$ cat config.mk
export PLATFORM = sky130hd
export DESIGN_NAME = sobel_host_ctrl
export DESIGN_NICKNAME = d
export VERILOG_FILES = /design/src/rtl/sobel_config_pkg.sv /design/src/rtl/sobel_out_fifo.sv /design/src/rtl/sobel_host_ctrl.sv
export SDC_FILE = /design/constraint.sdc
export NUM_CORES = 1
export LEC_CHECK = 0
export ABC_CLOCK_PERIOD_IN_PS = 4600
export BUFFER_PORTS_ARGS = -buffer_cell sky130_fd_sc_hd__buf_4
export CORE_MARGIN = 2
export CORE_UTILIZATION = 56
export CTS_CLUSTER_SIZE = 24
export DETAILED_ROUTE_END_ITERATION = 8
export PLACE_DENSITY = 0.86
export SYNTH_ARGS = -nofsm -noshare
export SYNTH_HDL_FRONTEND = slang
export SYNTH_HIERARCHICAL = 1
export SYNTH_SLANG_ARGS = --single-unit
export TNS_END_PERCENT = 1
$ cat constraint.sdc
create_clock -name clk_i -period 4.6 [get_ports clk_i]
set_clock_uncertainty 0.2 [all_clocks]
set_input_delay 0.69 -clock clk_i [delete_from_list [all_inputs] [get_ports clk_i]]
set_output_delay 0.69 -clock clk_i [all_outputs]
set_load 0.01 [all_outputs]
$ cat src/rtl/sobel_config_pkg.sv
// rtl/sobel_config_pkg.sv - shared Sobel configuration: host sequencer states and defaults
// Purpose: types and constants shared by the Sobel host-side sequencer and its FIFO.
// Ports: none (package).
package sobel_config_pkg;

  typedef enum logic [2:0] {
    HC_IDLE,
    HC_LOAD,
    HC_START,
    HC_WAIT,
    HC_DRAIN,
    HC_DONE,
    HC_ERR
  } host_state_e;

  localparam int HOST_TIMEOUT_CYCLES = 2**20;

endpackage

$ cat src/rtl/sobel_out_fifo.sv
// rtl/sobel_out_fifo.sv - 2-entry registered output FIFO for the host drain path
// Purpose: buffers words read back from the output memory; the head is a flop so the
//          downstream stream never sees a combinational path into memory control.
// Ports:
//   clk_i, rst_i        clock, synchronous active-high reset
//   push_i/push_data_i  write a word (legal together with pop, also when full)
//   pop_i               remove the head (ignored when empty)
//   valid_o, head_o     non-empty flag and registered head word
//   count_o             occupancy 0..2
module sobel_out_fifo #(
  parameter int WIDTH = 9
) (
  input  logic             clk_i,
  input  logic             rst_i,
  input  logic             push_i,
  input  logic [WIDTH-1:0] push_data_i,
  input  logic             pop_i,
  output logic             valid_o,
  output logic [WIDTH-1:0] head_o,
  output logic [1:0]       count_o
);

  // e0 is always the head; e1 only holds data when two words are stored.
  logic [WIDTH-1:0] e0_q, e0_d;
  logic [WIDTH-1:0] e1_q, e1_d;
  logic [1:0]       cnt_q, cnt_d;
  logic             do_pop;

  always_comb begin
    e0_d   = e0_q;
    e1_d   = e1_q;
    cnt_d  = cnt_q;
    do_pop = pop_i && (cnt_q != 2'd0);
    case (cnt_q)
      2'd0: begin
        if (push_i) begin
          e0_d  = push_data_i;
          cnt_d = 2'd1;
        end
      end
      2'd1: begin
        if (push_i && do_pop) begin
          e0_d = push_data_i;
        end else if (push_i) begin
          e1_d  = push_data_i;
          cnt_d = 2'd2;
        end else if (do_pop) begin
          cnt_d = 2'd0;
        end
      end
      default: begin
        // Full: a push is only accepted when the head leaves in the same cycle.
        if (do_pop) begin
          e0_d = e1_q;
          if (push_i) begin
            e1_d = push_data_i;
          end else begin
            cnt_d = 2'd1;
          end
        end
      end
    endcase
  end

  always_ff @(posedge clk_i) begin
    if (rst_i) begin
      e0_q  <= '0;
      e1_q  <= '0;
      cnt_q <= 2'd0;
    end else begin
      e0_q  <= e0_d;
      e1_q  <= e1_d;
      cnt_q <= cnt_d;
    end
  end

  assign valid_o = (cnt_q != 2'd0);
  assign head_o  = e0_q;
  assign count_o = cnt_q;

endmodule

$ cat src/rtl/sobel_host_ctrl.sv
// rtl/sobel_host_ctrl.sv - streaming host sequencer around sobel_top
// Purpose: loads an input pixel stream into sobel_top input memory, starts the core,
//          waits for finish (with timeout), then drains the output memory as a stream.
// Ports:
//   clk_i, rst_i                      clock, synchronous active-high reset
//   go_i, busy_o, done_o, err_o       frame control / status
//   in_valid_i, in_data_i, in_ready_o input pixel stream (raster order)
//   out_valid_o, out_data_o,
//   out_last_o, out_ready_i           output pixel stream (raster order)
//   start_o, finish_i                 sobel_top start / finish
//   wr_en_imem_o, addr_imem_o,
//   data_imem_o                       sobel_top input memory write port
//   rd_en_omem_o, addr_omem_o,
//   data_omem_i                       sobel_top output memory read port (1-cycle latency)
module sobel_host_ctrl
  import sobel_config_pkg::*;
#(
  parameter int ADDR_WIDTH     = 16,
  parameter int DATA_WIDTH     = 8,
  parameter int IMAGE_ROWS     = 64,
  parameter int IMAGE_COLS     = 64,
  parameter int TIMEOUT_CYCLES = HOST_TIMEOUT_CYCLES
) (
  input  logic                  clk_i,
  input  logic                  rst_i,
  input  logic                  go_i,
  output logic                  busy_o,
  output logic                  done_o,
  output logic                  err_o,
  input  logic                  in_valid_i,
  input  logic [DATA_WIDTH-1:0] in_data_i,
  output logic                  in_ready_o,
  output logic                  out_valid_o,
  output logic [DATA_WIDTH-1:0] out_data_o,
  output logic                  out_last_o,
  input  logic                  out_ready_i,
  output logic                  start_o,
  input  logic                  finish_i,
  output logic                  wr_en_imem_o,
  output logic [ADDR_WIDTH-1:0] addr_imem_o,
  output logic [DATA_WIDTH-1:0] data_imem_o,
  output logic                  rd_en_omem_o,
  output logic [ADDR_WIDTH-1:0] addr_omem_o,
  input  logic [DATA_WIDTH-1:0] data_omem_i
);

  localparam int PIXELS = IMAGE_ROWS * IMAGE_COLS;
  // One extra bit so a full 2**ADDR_WIDTH frame can be counted without wrapping.
  localparam int CNT_W = ADDR_WIDTH + 1;
  localparam logic [CNT_W-1:0] PIX_LAST = CNT_W'(PIXELS - 1);
  localparam logic [CNT_W-1:0] PIX_END  = CNT_W'(PIXELS);
  localparam int TMO_W = $clog2(TIMEOUT_CYCLES + 1);
  localparam logic [TMO_W-1:0] TMO_LAST = TMO_W'(TIMEOUT_CYCLES - 1);

  host_state_e      state_q, state_d;
  logic [CNT_W-1:0] wcnt_q, wcnt_d;
  logic [CNT_W-1:0] rcnt_q, rcnt_d;
  logic [TMO_W-1:0] tcnt_q, tcnt_d;
  logic             inflight_q, inflight_d;
  logic             last_inflight_q, last_inflight_d;
  logic             fin_prev_q, fin_prev_d;

  logic                  fifo_valid;
  logic [DATA_WIDTH:0]   fifo_head;
  logic [1:0]            fifo_count;
  logic                  fifo_pop;

  sobel_out_fifo #(
    .WIDTH(DATA_WIDTH + 1)
  ) u_out_fifo (
    .clk_i      (clk_i),
    .rst_i      (rst_i),
    .push_i     (inflight_q),
    .push_data_i({last_inflight_q, data_omem_i}),
    .pop_i      (fifo_pop),
    .valid_o    (fifo_valid),
    .head_o     (fifo_head),
    .count_o    (fifo_count)
  );

  // Pop depends only on registered FIFO state and out_ready_i; the read issue below
  // uses the registered count, so out_ready_i never reaches the memory signals.
  assign fifo_pop = (state_q == HC_DRAIN) && fifo_valid && out_ready_i;

  always_comb begin
    state_d         = state_q;
    wcnt_d          = wcnt_q;
    rcnt_d          = rcnt_q;
    tcnt_d          = tcnt_q;
    inflight_d      = 1'b0;
    last_inflight_d = 1'b0;
    fin_prev_d      = 1'b0;
    busy_o          = 1'b0;
    done_o          = 1'b0;
    err_o           = 1'b0;
    in_ready_o      = 1'b0;
    out_valid_o     = 1'b0;
    out_data_o      = '0;
    out_last_o      = 1'b0;
    start_o         = 1'b0;
    wr_en_imem_o    = 1'b0;
    addr_imem_o     = '0;
    data_imem_o     = '0;
    rd_en_omem_o    = 1'b0;
    addr_omem_o     = '0;

    case (state_q)
      HC_IDLE: begin
        if (go_i) begin
          state_d = HC_LOAD;
          wcnt_d  = '0;
          rcnt_d  = '0;
        end
      end
      HC_LOAD: begin
        busy_o     = 1'b1;
        in_ready_o = 1'b1;
        if (in_valid_i) begin
          wr_en_imem_o = 1'b1;
          addr_imem_o  = wcnt_q[ADDR_WIDTH-1:0];
          data_imem_o  = in_data_i;
          wcnt_d       = wcnt_q + 1'b1;
          if (wcnt_q == PIX_LAST) begin
            state_d = HC_START;
          end
        end
      end
      HC_START: begin
        busy_o  = 1'b1;
        start_o = 1'b1;
        // Counts cycles since the start pulse, so ERR lands TIMEOUT_CYCLES after it.
        tcnt_d  = TMO_W'(1);
        state_d = HC_WAIT;
      end
      HC_WAIT: begin
        busy_o = 1'b1;
        // fin_prev_q is 0 on WAIT entry, so a level already high counts as an edge.
        fin_prev_d = finish_i;
        if (finish_i && !fin_prev_q) begin
          state_d = HC_DRAIN;
        end else if (tcnt_q >= TMO_LAST) begin
          state_d = HC_ERR;
        end else begin
          tcnt_d = tcnt_q + 1'b1;
        end
      end
      HC_DRAIN: begin
        busy_o      = 1'b1;
        out_valid_o = fifo_valid;
        out_data_o  = fifo_head[DATA_WIDTH-1:0];
        out_last_o  = fifo_valid && fifo_head[DATA_WIDTH];
        // Outstanding reads plus buffered words never exceed the two FIFO slots.
        if ((rcnt_q < PIX_END) && ((fifo_count + {1'b0, inflight_q}) < 2'd2)) begin
          rd_en_omem_o    = 1'b1;
          addr_omem_o     = rcnt_q[ADDR_WIDTH-1:0];
          rcnt_d          = rcnt_q + 1'b1;
          inflight_d      = 1'b1;
          last_inflight_d = (rcnt_q == PIX_LAST);
        end
        if (fifo_pop && fifo_head[DATA_WIDTH]) begin
          state_d = HC_DONE;
        end
      end
      HC_DONE: begin
        done_o  = 1'b1;
        state_d = HC_IDLE;
      end
      HC_ERR: begin
        err_o = 1'b1;
        if (go_i) begin
          state_d = HC_IDLE;
        end
      end
      default: begin
        state_d = HC_IDLE;
      end
    endcase
  end

  always_ff @(posedge clk_i) begin
    if (rst_i) begin
      state_q         <= HC_IDLE;
      wcnt_q          <= '0;
      rcnt_q          <= '0;
      tcnt_q          <= '0;
      inflight_q      <= 1'b0;
      last_inflight_q <= 1'b0;
      fin_prev_q      <= 1'b0;
    end else begin
      state_q         <= state_d;
      wcnt_q          <= wcnt_d;
      rcnt_q          <= rcnt_d;
      tcnt_q          <= tcnt_d;
      inflight_q      <= inflight_d;
      last_inflight_q <= last_inflight_d;
      fin_prev_q      <= fin_prev_d;
    end
  end

endmodule
==> flow_summary_export.csv, run 1 <==
group,metric,value,unit
outcome,status,"complete, no violations",
setup_path,crit_fanout,27,
synthesis,synth-main-ff-cell,"sky130_fd_sc_hd__dfxtp_1",
sta,timing.final.crit_share,72.5,%
setup_path,worst-r2r-cell-count,5,
power_and_ir_drop,static-leakage-power,2.00,nW
place,port-buffer-count,74,
cts,clock_path_buffers,2,
layout,layout_common_cells,"sky130_fd_sc_hd__dfxtp_1 (81), sky130_fd_sc_hd__buf_4 (75), sky130_fd_sc_hd__nor2_1 (52)",
setup_path,end_kind,"output pin",
synthesis,post_synth_fa_ha_maj_area_fraction,0.829,%
setup_path,arrival,2.44,ns
setup_path,r2r_slack,1.47,ns
routing,drt-pass1-iter-count,4,
synthesis,mux_cell_area_share_after_synthesis,4.67,%
power_and_ir_drop,power-per-cell-area,315,nW/µm²
setup_path,timing.rr.start,"state_q[2]",
setup_path,worstSetupEndpoint,"addr_omem_o[1]",
floorplan,fp-row-count,32,
sta,final.setup.worst_slack,1.27,ns
layout,final_net_count,599,
cts,resized_cells_post_cts,0,
cts,number_of_cts_inserted_buffers,9,
global_routing,groute.usage.overall,23.4,%
sta,fmax,300,MHz
synthesis,synth.largest_area_cell,"sky130_fd_sc_hd__dfxtp_1",
cts,cts_post_setup_buffers_inserted,0,
floorplan,die_x,93.9,µm
global_routing,grt_pass1_vias,3681,
synthesis,synth_area,4530,µm²
synthesis,synth_top_family_by_area,"simple AND/OR/NAND/NOR gates",
sta,slew_headroom,16.1,%
setup_path,critPathRequiredTime,3.71,ns
layout,layout.core_utilization,67.5,%
setup_path,setup.worst_path.start,"state_q[2]",
cts,ctsRootBufferMaster,"sky130_fd_sc_hd__clkbuf_8",
setup_path,timing_worst_setup_path_type,"reg2out",
sta,rsz0062_at_grt,"false",
global_routing,gr-total-overflow,0,
place,gpl.final_weighted_congestion,0.832,
synthesis,synth_seq_area_share,35.8,%
layout,synthToLayoutAreaGrowth,15.7,%
cts,clkLatencyLatePin,0.36,ns
global_routing,grt_start_max_net_pins,42,
layout,multi_input_area,2660,µm²
routing,dr_total_vias,4011,
sta,worst_margin_pin_slew,1.25,ns
layout,post_route_cells_drive_above_1_share,21.6,%
synthesis,synth_async_sr_flop_share,0,%
routing,wl_per_cell,14.6,µm
layout,fill_cells,614,
synthesis,synth_compound_area_share,16.0,%
synthesis,post_synth_xor_area_fraction,5.99,%
global_routing,initial_antenna_violation_count,0,
min_path,hold_class,"reg2reg",
routing,drt_iter0_markers,206,
cts,tritoncts,"done",
synthesis,synth_area_per_cell,8.71,µm²
synthesis,postSynthRegisterBits,81,
global_routing,wire_length_of_the_first_global_routing_pass,16700,µm
floorplan,die_height,93.9,µm
power_and_ir_drop,vdd.ir_drop.worst,0.202,mV
cts,tritoncts_num_sinks,81,
power_and_ir_drop,report.power.total,1.65,mW
synthesis,ys_types,65,
layout,layout.cells.most_common,"sky130_fd_sc_hd__dfxtp_1",
floorplan,core_area,7770,µm²
cts,cts_htree_levels,3,
synthesis,synth_simple_gate_area_share,30.9,%
synthesis,synth_edf_count,0,
layout,ff_latch_area,1620,µm²
routing,drcViolationCount,0,
synthesis,synthesis.yosys.warnings,6,
synthesis,synth_largest_type_area_fraction,35.8,%
cts,post_cts_hold_buffer_count,0,
cts,clk_transition_reported_paths,0.08,ns
synthesis,synthTopCellsByArea,"sky130_fd_sc_hd__dfxtp_1 (36%), sky130_fd_sc_hd__and3_1 (6.1%), sky130_fd_sc_hd__xnor2_1 (5.6%), sky130_fd_sc_hd__mux2i_1 (4.4%), sky130_fd_sc_hd__nor2_1 (4.3%)",
setup_path,start_kind,"flip-flop",
sta,final.min_clock_period,3.33,ns
sta,final-max-slew-violation-count,0,
routing,route.detailed.vias_per_inst,5.89,
routing,wl,9960,µm
run,maxCapViolations,0,
floorplan,die_area,8820,µm²
synthesis,synthesis.instances,520,
sta,totalNegativeSetupSlack,0,ns
place,pre_cts_ws,1.58,ns
sta,number_of_hold_violations_in_the_final_report,0,
setup_path,worst_r2r_endpoint,"u_out_fifo/head_o[6]",
min_path,worst_hold_path.num_cells,2,
routing,ant_nets,0,
layout,number_of_diodes_added_for_antenna_fixing,0,
floorplan,ports,79,
place,place_hpwl,6810,µm
sta,setup-violations-final,0,
floorplan,starting_utilization_of_the_core_area,58.3,%
[per-stage QoR]
step,area (µm²),std cells,hold WS [ns]
floorplan,4540,523,0.231
global placement,5020,665,0.247
detailed placement,5020,665,0.254
CTS,5240,681,0.275
global route,5240,681,0.288
finish,5240,681,0.275
[final cells by class]
class / count / share of cell area (%)
multi-input combinational: 394 / 50.8
sequential: 81 / 30.9
timing repair buffer: 75 / 10.7
clock buffer: 10 / 2.43
tap: 102 / 2.43
clock inverter: 6 / 1.74
inverter: 13 / 0.931
[worst min-delay path by stage]
| stage | from | endpoint | slack, ns |
|---|---|---|---|
| after floorplan | tcnt_q[20] | tcnt_q[20] | 0.23 |
| after global placement | tcnt_q[20] | tcnt_q[20] | 0.25 |
| after detailed placement | tcnt_q[20] | tcnt_q[20] | 0.25 |
| after CTS | rcnt_q[14] | rcnt_q[14] | 0.27 |
| after global routing | rcnt_q[15] | rcnt_q[15] | 0.29 |
| final | rcnt_q[16] | rcnt_q[16] | 0.28 |
[cell families after synthesis]
group | after synthesis
AND/OR/NAND/NOR | 245
AO/OA/AOI/OAI | 90
flip-flops | 81
buffers and inverters | 48
XOR/XNOR | 31
multiplexers | 21
adder cells (fa/ha/maj) | 3
other | 1
[sequential cells by signal, indices dropped and copies added (netlist names)]
| register | cells |
|---|---|
| state_q | 3 |
| tcnt_q | 21 |
| wcnt_q | 17 |
| u_out_fifo/e1_q | 9 |
| inflight_q | 1 |
| rcnt_q | 17 |
| u_out_fifo/count_o | 2 |
| last_inflight_q | 1 |
| fin_prev_q | 1 |
| u_out_fifo/head_o | 9 |
[report_power, final]
part           leakage [nW]  switching, mW  total (mW)  internal [mW]
Combinational          1.23          0.200       0.316          0.116
Clock                 0.111          0.274       0.583          0.309
Sequential            0.653         0.0335       0.750          0.716
Total                  2.00          0.507        1.65           1.14
[per-layer routing]
metal  track usage, %  share of wire [%]
met5                0                  0
met4             8.70                1.9
met3             4.82                4.7
met2             38.5                 48
met1             30.2                 45
[worst max-delay path, cell delays in order (launching register included)]
cell and delay [ns]:
sky130_fd_sc_hd__dfxtp_1 0.59, sky130_fd_sc_hd__nor3b_2 1.07, sky130_fd_sc_hd__and3_1 0.31, sky130_fd_sc_hd__buf_4 0.13
[synth_stat cells (5+ instances only)]
cell type and number:
sky130_fd_sc_hd__buf_2 10, sky130_fd_sc_hd__xnor2_1 29, sky130_fd_sc_hd__a311oi_2 9, sky130_fd_sc_hd__dfxtp_1 81
sky130_fd_sc_hd__o21ai_0 13, sky130_fd_sc_hd__a2111oi_0 5, sky130_fd_sc_hd__a2111oi_2 7, sky130_fd_sc_hd__buf_4 5
sky130_fd_sc_hd__or3_1 6, sky130_fd_sc_hd__nand2_1 32, sky130_fd_sc_hd__a211oi_1 5, sky130_fd_sc_hd__clkbuf_1 14
sky130_fd_sc_hd__nand2b_1 23, sky130_fd_sc_hd__and3_1 44, sky130_fd_sc_hd__nand4_1 10, sky130_fd_sc_hd__inv_1 13
sky130_fd_sc_hd__nor3_1 8, sky130_fd_sc_hd__nor2_1 52, sky130_fd_sc_hd__and2_1 18, sky130_fd_sc_hd__mux2i_1 20
sky130_fd_sc_hd__nand3_1 17, sky130_fd_sc_hd__a21oi_1 29
(Power assumes the default switching activity.)
==> inputs of run 2 (changes only) <==
--- a/config.mk
+++ b/config.mk
@@ -5,7 +5,7 @@
 export SDC_FILE = /design/constraint.sdc
 export NUM_CORES = 1
 export LEC_CHECK = 0
-export ABC_CLOCK_PERIOD_IN_PS = 4600
+export ABC_CLOCK_PERIOD_IN_PS = 3500
 export BUFFER_PORTS_ARGS = -buffer_cell sky130_fd_sc_hd__buf_4
 export CORE_MARGIN = 2
 export CORE_UTILIZATION = 56
==> constraint.sdc (replaced) <==
create_clock -name clk_i -period 3.5 [get_ports clk_i]
set_clock_uncertainty 0.2 [all_clocks]
set_input_delay 0.525 -clock clk_i [delete_from_list [all_inputs] [get_ports clk_i]]
set_output_delay 0.525 -clock clk_i [all_outputs]
set_load 0.01 [all_outputs]
==> run 2 against run 1 <==
  * Combinational power is 34% higher
  * Worst setup slack lost 0.67 ns
  * Flip-flop and latch count stayed put
  * Global-route usage is 0.22 points lower
  * Clock power grew 31%
  * Largest power group unchanged
  * Wire length is 0.43% higher
  * Cell area grew 0.72%
  * Die area unchanged
  * Final cell count is 0.73% higher
==> flow_summary_export.csv, run 2 (same netlist as run 1, synthesis figures left out) <==
group,metric,value,unit
outcome,status,"complete, no violations",
global_routing,groute.usage.overall,23.1,%
layout,layout.cells.most_common,"sky130_fd_sc_hd__dfxtp_1",
routing,drt_iter0_markers,192,
floorplan,starting_utilization_of_the_core_area,58.3,%
floorplan,die_area,8820,µm²
sta,final-max-slew-violation-count,0,
floorplan,ports,79,
routing,drcViolationCount,0,
cts,post_cts_hold_buffer_count,0,
cts,resized_cells_post_cts,0,
cts,cts_htree_levels,3,
cts,tritoncts,"done",
sta,rsz0062_at_grt,"false",
layout,number_of_diodes_added_for_antenna_fixing,0,
global_routing,gr-total-overflow,0,
floorplan,fp-row-count,32,
layout,register_with_the_most_flip_flops,"tcnt_q",
place,place_hpwl,6960,µm
place,placed_cell_area,5060,µm²
routing,dr_total_vias,4044,
cts,number_of_cts_inserted_buffers,9,
layout,final_net_count,604,
power_and_ir_drop,power-per-cell-area,411,nW/µm²
sta,number_of_hold_violations_in_the_final_report,0,
layout,synthToLayoutAreaGrowth,16.5,%
routing,drt-pass1-iter-count,5,
global_routing,grt_pass1_vias,3712,
cts,clk_transition_reported_paths,0.08,ns
floorplan,die_height,93.9,µm
routing,route.detailed.vias_per_inst,5.90,
place,port-buffer-count,74,
cts,clock_path_buffers,2,
routing,wl,10000,µm
setup_path,start_kind,"flip-flop",
sta,totalNegativeSetupSlack,0,ns
sta,worst_margin_pin_slew,1.14,ns
setup_path,arrival,2.18,ns
cts,tritoncts_num_sinks,81,
layout,layout_common_cells,"sky130_fd_sc_hd__dfxtp_1 (81), sky130_fd_sc_hd__buf_4 (80), sky130_fd_sc_hd__nor2_1 (52)",
layout,post_route_cells_drive_above_1_share,22.3,%
sta,final.min_clock_period,2.90,ns
run,maxCapViolations,0,
setup_path,timing_worst_setup_path_type,"reg2out",
setup_path,worst-r2r-cell-count,5,
min_path,worst_hold_path.num_cells,2,
global_routing,grt_start_max_net_pins,42,
layout,post-route-cell-area,5280,µm²
sta,timing.final.crit_share,83.0,%
power_and_ir_drop,vdd.ir_drop.worst,0.235,mV
sta,fmax,344,MHz
layout,largest_register_ff_count,21,
cts,clkLatencyLatePin,0.36,ns
routing,wl_per_cell,14.6,µm
routing,ant_nets,0,
sta,setup-violations-final,0,
setup_path,end_kind,"output pin",
cts,ctsRootBufferMaster,"sky130_fd_sc_hd__clkbuf_8",
global_routing,initial_antenna_violation_count,0,
cts,cts_post_setup_buffers_inserted,0,
power_and_ir_drop,static-leakage-power,2.01,nW
min_path,hold_class,"in2reg",
global_routing,wire_length_of_the_first_global_routing_pass,16600,µm
layout,biggestRegsByFlops,"tcnt_q: 21 flops, rcnt_q: 17 flops, wcnt_q: 17 flops",
setup_path,critPathRequiredTime,2.77,ns
setup_path,crit_fanout,16,
floorplan,die_x,93.9,µm
place,gpl.final_weighted_congestion,0.816,
layout,layout.core_utilization,68.0,%
floorplan,core_area,7770,µm²
sta,slew_headroom,23.7,%
[run 2: cell type report]
cell class	count	area [µm²]
Inverter	13	48.8
Tap cell	102	128
Clock inverter	6	91.3
Timing Repair Buffer	80	601
Sequential cell	81	1620
Clock buffer	10	128
Multi-Input combinational cell	394	2660
Fill cell	630	2490
[run 2: layer usage]
metal,GRT usage (%),part of all wire [%]
met5,0,0
met4,9.18,1.3
met3,3.29,5.3
met2,39.0,49
met1,29.8,44
[run 2: power by group]
group          switching (mW)  internal (mW)  total (mW)
clock                   0.357          0.404       0.762
combinational           0.264          0.159       0.423
sequential             0.0453          0.941       0.987
total                   0.667           1.50        2.17
[run 2: path summary, 6_finish.rpt]
kind	to	slack [ns]	startpoint
min	fin_prev_q	0.24	finish_i
max	addr_omem_o[6]	0.60	state_q[2]
max reg2reg	u_out_fifo/head_o[6]	0.87	state_q[2]
min reg2reg	rcnt_q[14]	0.28	rcnt_q[14]
[run 2: worst max-delay path: stages (launching register included)]
cell                      delay (ns)
sky130_fd_sc_hd__dfxtp_1        0.60
sky130_fd_sc_hd__nor3b_2        0.64
sky130_fd_sc_hd__buf_4          0.30
sky130_fd_sc_hd__and3_1         0.18
sky130_fd_sc_hd__buf_4          0.12
[run 2: stage by stage]
stage | power, mW | hold slack (ns) | worst slack [ns] | instances
final | 2.17 | 0.240 | 0.595 | 686
after global routing | 2.27 | 0.234 | 0.452 | 686
after CTS | 2.18 | 0.231 | 0.593 | 686
after detailed placement | 1.42 | 0.260 | 0.914 | 670
after global placement | 1.41 | 0.244 | 0.993 | 670
after floorplan | 1.30 | 0.231 | 1.37 | 523
==> inputs of run 3 (changes only) <==
--- a/config.mk
+++ b/config.mk
@@ -5,13 +5,14 @@
 export SDC_FILE = /design/constraint.sdc
 export NUM_CORES = 1
 export LEC_CHECK = 0
-export ABC_CLOCK_PERIOD_IN_PS = 3500
+export ABC_AREA = 1
+export ABC_CLOCK_PERIOD_IN_PS = 2700
 export BUFFER_PORTS_ARGS = -buffer_cell sky130_fd_sc_hd__buf_4
 export CORE_MARGIN = 2
 export CORE_UTILIZATION = 56
 export CTS_CLUSTER_SIZE = 24
 export DETAILED_ROUTE_END_ITERATION = 8
-export PLACE_DENSITY = 0.86
+export PLACE_DENSITY = 0.85
 export SYNTH_ARGS = -nofsm -noshare
 export SYNTH_HDL_FRONTEND = slang
 export SYNTH_HIERARCHICAL = 1
==> constraint.sdc (replaced) <==
create_clock -name clk_i -period 2.7 [get_ports clk_i]
set_clock_uncertainty 0.2 [all_clocks]
set_input_delay 0.405 -clock clk_i [delete_from_list [all_inputs] [get_ports clk_i]]
set_output_delay 0.405 -clock clk_i [all_outputs]
set_load 0.01 [all_outputs]
==> run 3 against run 2 <==
  * Clock-buffer cell count is 1 higher
  * Final cell count is 35% higher
  * Area after synthesis is 4.8% higher
  * Critical path depth is 1 higher
  * Synthesized cell count is 44% higher
  * Largest cell class unchanged
  * Clock power is 26% higher
  * Utilization is 0.70 points lower
  * Non-clock buffer count is 3 higher
  * First-iteration DRC count is 34% higher
  * Critical endpoint is now addr_omem_o[10]
  * Worst hold slack worse by 0.089 ns
  * Flip-flop and latch count stayed put
  * Combinational power is 150% higher
==> flow_summary_export.csv, run 3 <==
group,metric,value,unit
power_and_ir_drop,power-per-cell-area,610,nW/µm²
setup_path,crit_fanout,16,
sta,timing.final.crit_share,90.1,%
outcome,status,"complete, no violations",
cts,resized_cells_post_cts,0,
setup_path,crit_path_top_delay_cell,"sky130_fd_sc_hd__dfxtp_1",
setup_path,timing.critical_path.slowest_cell_delay,0.48,ns
global_routing,grt_pass1_vias,4351,
synthesis,synth.largest_area_cell,"sky130_fd_sc_hd__dfxtp_1",
floorplan,die_area,9230,µm²
global_routing,initial_antenna_violation_count,0,
global_routing,groute.usage.overall,25.2,%
setup_path,start_kind,"flip-flop",
synthesis,synth_async_sr_flop_share,0,%
power_and_ir_drop,report.power.total,3.37,mW
global_routing,wire_length_of_the_first_global_routing_pass,18600,µm
sta,worst_margin_pin_slew,0.806,ns
synthesis,synthesis.yosys.warnings,6,
cts,number_of_cts_inserted_buffers,9,
place,gpl.final_weighted_congestion,0.930,
global_routing,gr-total-overflow,0,
synthesis,ys_types,41,
synthesis,synthTopCellsByArea,"sky130_fd_sc_hd__dfxtp_1 (34%), sky130_fd_sc_hd__nand2_1 (13%), sky130_fd_sc_hd__nor2_1 (12%), sky130_fd_sc_hd__inv_1 (7.4%), sky130_fd_sc_hd__nand3_1 (5.7%)",
routing,wl_per_cell,12.2,µm
layout,fill_cells,734,
run,maxCapViolations,0,
cts,post_cts_hold_buffer_count,0,
setup_path,end_kind,"output pin",
synthesis,synth_area_per_cell,6.34,µm²
setup_path,cp_cell_sequence,"nand2_1, a21oi_1, nand3b_2, nor2_1, buf_4",
layout,ff_latch_area,1620,µm²
layout,post_route_cells_drive_above_1_share,16.4,%
synthesis,synth_area,4750,µm²
synthesis,synth_edf_count,0,
routing,drcViolationCount,0,
synthesis,post-synth-top-count-cell,"sky130_fd_sc_hd__nand2_1",
floorplan,die_x,96.1,µm
sta,number_of_hold_violations_in_the_final_report,0,
layout,synthToLayoutAreaGrowth,16.5,%
sta,fmax,411,MHz
layout,layout_common_cells,"sky130_fd_sc_hd__nand2_1 (165), sky130_fd_sc_hd__nor2_1 (148), sky130_fd_sc_hd__inv_1 (94)",
layout,multi_input_area,2560,µm²
sta,rsz0062_at_grt,"false",
sta,setup-violations-final,0,
setup_path,worst_path_dominant_cell_family,"simple AND/OR/NAND/NOR gates",
floorplan,die_height,96.1,µm
cts,clkLatencyLatePin,0.37,ns
layout,biggestRegsByFlops,"tcnt_q: 21 flops, rcnt_q: 17 flops, wcnt_q: 17 flops",
min_path,hold_class,"in2reg",
cts,ctsRootBufferMaster,"sky130_fd_sc_hd__clkbuf_8",
cts,tritoncts,"done",
layout,largest_register_ff_count,21,
cts,clk_transition_reported_paths,0.08,ns
sta,final.min_clock_period,2.43,ns
setup_path,critPathRequiredTime,2.10,ns
setup_path,arrival,1.83,ns
cts,cts_post_setup_buffers_inserted,0,
routing,drt-pass1-iter-count,5,
synthesis,synthesis.instances,748,
synthesis,synth_seq_area_share,34.2,%
sta,final-max-slew-violation-count,0,
setup_path,timing_worst_setup_path_type,"reg2out",
floorplan,ports,79,
setup_path,critical_path.n_buffers_inverters,1,
cts,clock_path_buffers,2,
cts,cts_htree_levels,3,
cts,tritoncts_num_sinks,81,
synthesis,yosys-top-cells-count,"sky130_fd_sc_hd__nand2_1 (165), sky130_fd_sc_hd__nor2_1 (148), sky130_fd_sc_hd__inv_1 (94)",
routing,ant_nets,0,
routing,drt_iter0_markers,258,
layout,layout.cells.most_common,"sky130_fd_sc_hd__nand2_1",
routing,dr_total_vias,4865,
synthesis,synth_largest_type_area_fraction,34.2,%
layout,register_with_the_most_flip_flops,"tcnt_q",
floorplan,starting_utilization_of_the_core_area,57.8,%
synthesis,postSynthRegisterBits,81,
floorplan,fp-row-count,33,
routing,wl,11300,µm
floorplan,core_area,8220,µm²
layout,number_of_diodes_added_for_antenna_fixing,0,
power_and_ir_drop,static-leakage-power,2.20,nW
place,place_hpwl,7960,µm
global_routing,grt_start_max_net_pins,35,
power_and_ir_drop,vdd.ir_drop.worst,0.411,mV
synthesis,synth-main-ff-cell,"sky130_fd_sc_hd__dfxtp_1",
layout,final_net_count,838,
sta,slew_headroom,45.8,%
sta,totalNegativeSetupSlack,0,ns
place,port-buffer-count,74,
routing,route.detailed.vias_per_inst,5.27,
==> run 3: cell types whose count changed in the layout (fill, tap and decap cells not counted), sizes merged, moves of 18 or more <==
cell,change
nand2b,-23
a21oi,+26
nor2,+100
nand3,+40
xnor2,-23
and2,-18
inv,+84
and3,-44
mux2i,-20
nand2,+141
==> run 3: where the power goes <==
group	total (mW)	switching, mW	internal [mW]
registers	1.36	0.0843	1.28
clock network	0.960	0.477	0.483
logic	1.05	0.722	0.326
total	3.37	1.28	2.09
==> run 3: routing by layer <==
metal  wire length [µm]  global-route usage, %  up-vias
met5                  0                      0        -
met2               5320                   41.7      186
li1                   -                      -     2469
met3                841                   6.58       16
met1               4940                   31.4     2194
met4                167                   9.76        0
==> run 3: kinds of logic after synthesis <==
| logic type | after synthesis | synth area share (%) |
|---|---|---|
| flip-flops | 81 | 34.2 |
| adder cells (fa/ha/maj) | 3 | 0.791 |
| other | 1 | 0.0790 |
| buffers and inverters | 131 | 12.0 |
| AND/OR/NAND/NOR | 428 | 39.5 |
| AO/OA/AOI/OAI | 88 | 10.5 |
| XOR/XNOR | 16 | 2.95 |
==> run 3: worst paths after layout <==
path	cells after the start	startpoint	slack, ns	end
min reg2reg	2	rcnt_q[16]	0.26	rcnt_q[16]
max	5	state_q[2]	0.27	addr_omem_o[10]
min	3	finish_i	0.15	fin_prev_q
max reg2reg	9	state_q[0]	0.39	wcnt_q[11]
==> run 3: area by class of cell <==
class                      count  share of cell area [%]
timing repair buffer          83                    11.3
inverter                      99                    6.72
sequential                    81                    29.3
tap                          105                    2.38
clock inverter                 5                    1.15
multi-input combinational    539                    46.4
clock buffer                  11                    2.74
==> run 3: worst register-to-register path, delay by kind of cell (launching register included) <==
family,cells,cell delay (ns)
compound gates,2,0.30
buf+inv,1,0.10
flops,1,0.38
simple gates,6,1.20
==> run 3: metrics by stage <==
step           std cells  hold slack (ns)  instance area (µm²)  setup WS (ns)  utilization (%)
3_5_place_dp         907            0.241                 5310          0.478             64.6
2_1_floorplan        751            0.218                 4760          0.676                -
5_1_grt              923            0.146                 5530          0.153             67.3
3_3_place_gp         907            0.228                 5310          0.521             64.6
6_report             923            0.151                 5530          0.268             67.3
4_1_cts              923            0.145                 5530          0.272             67.3
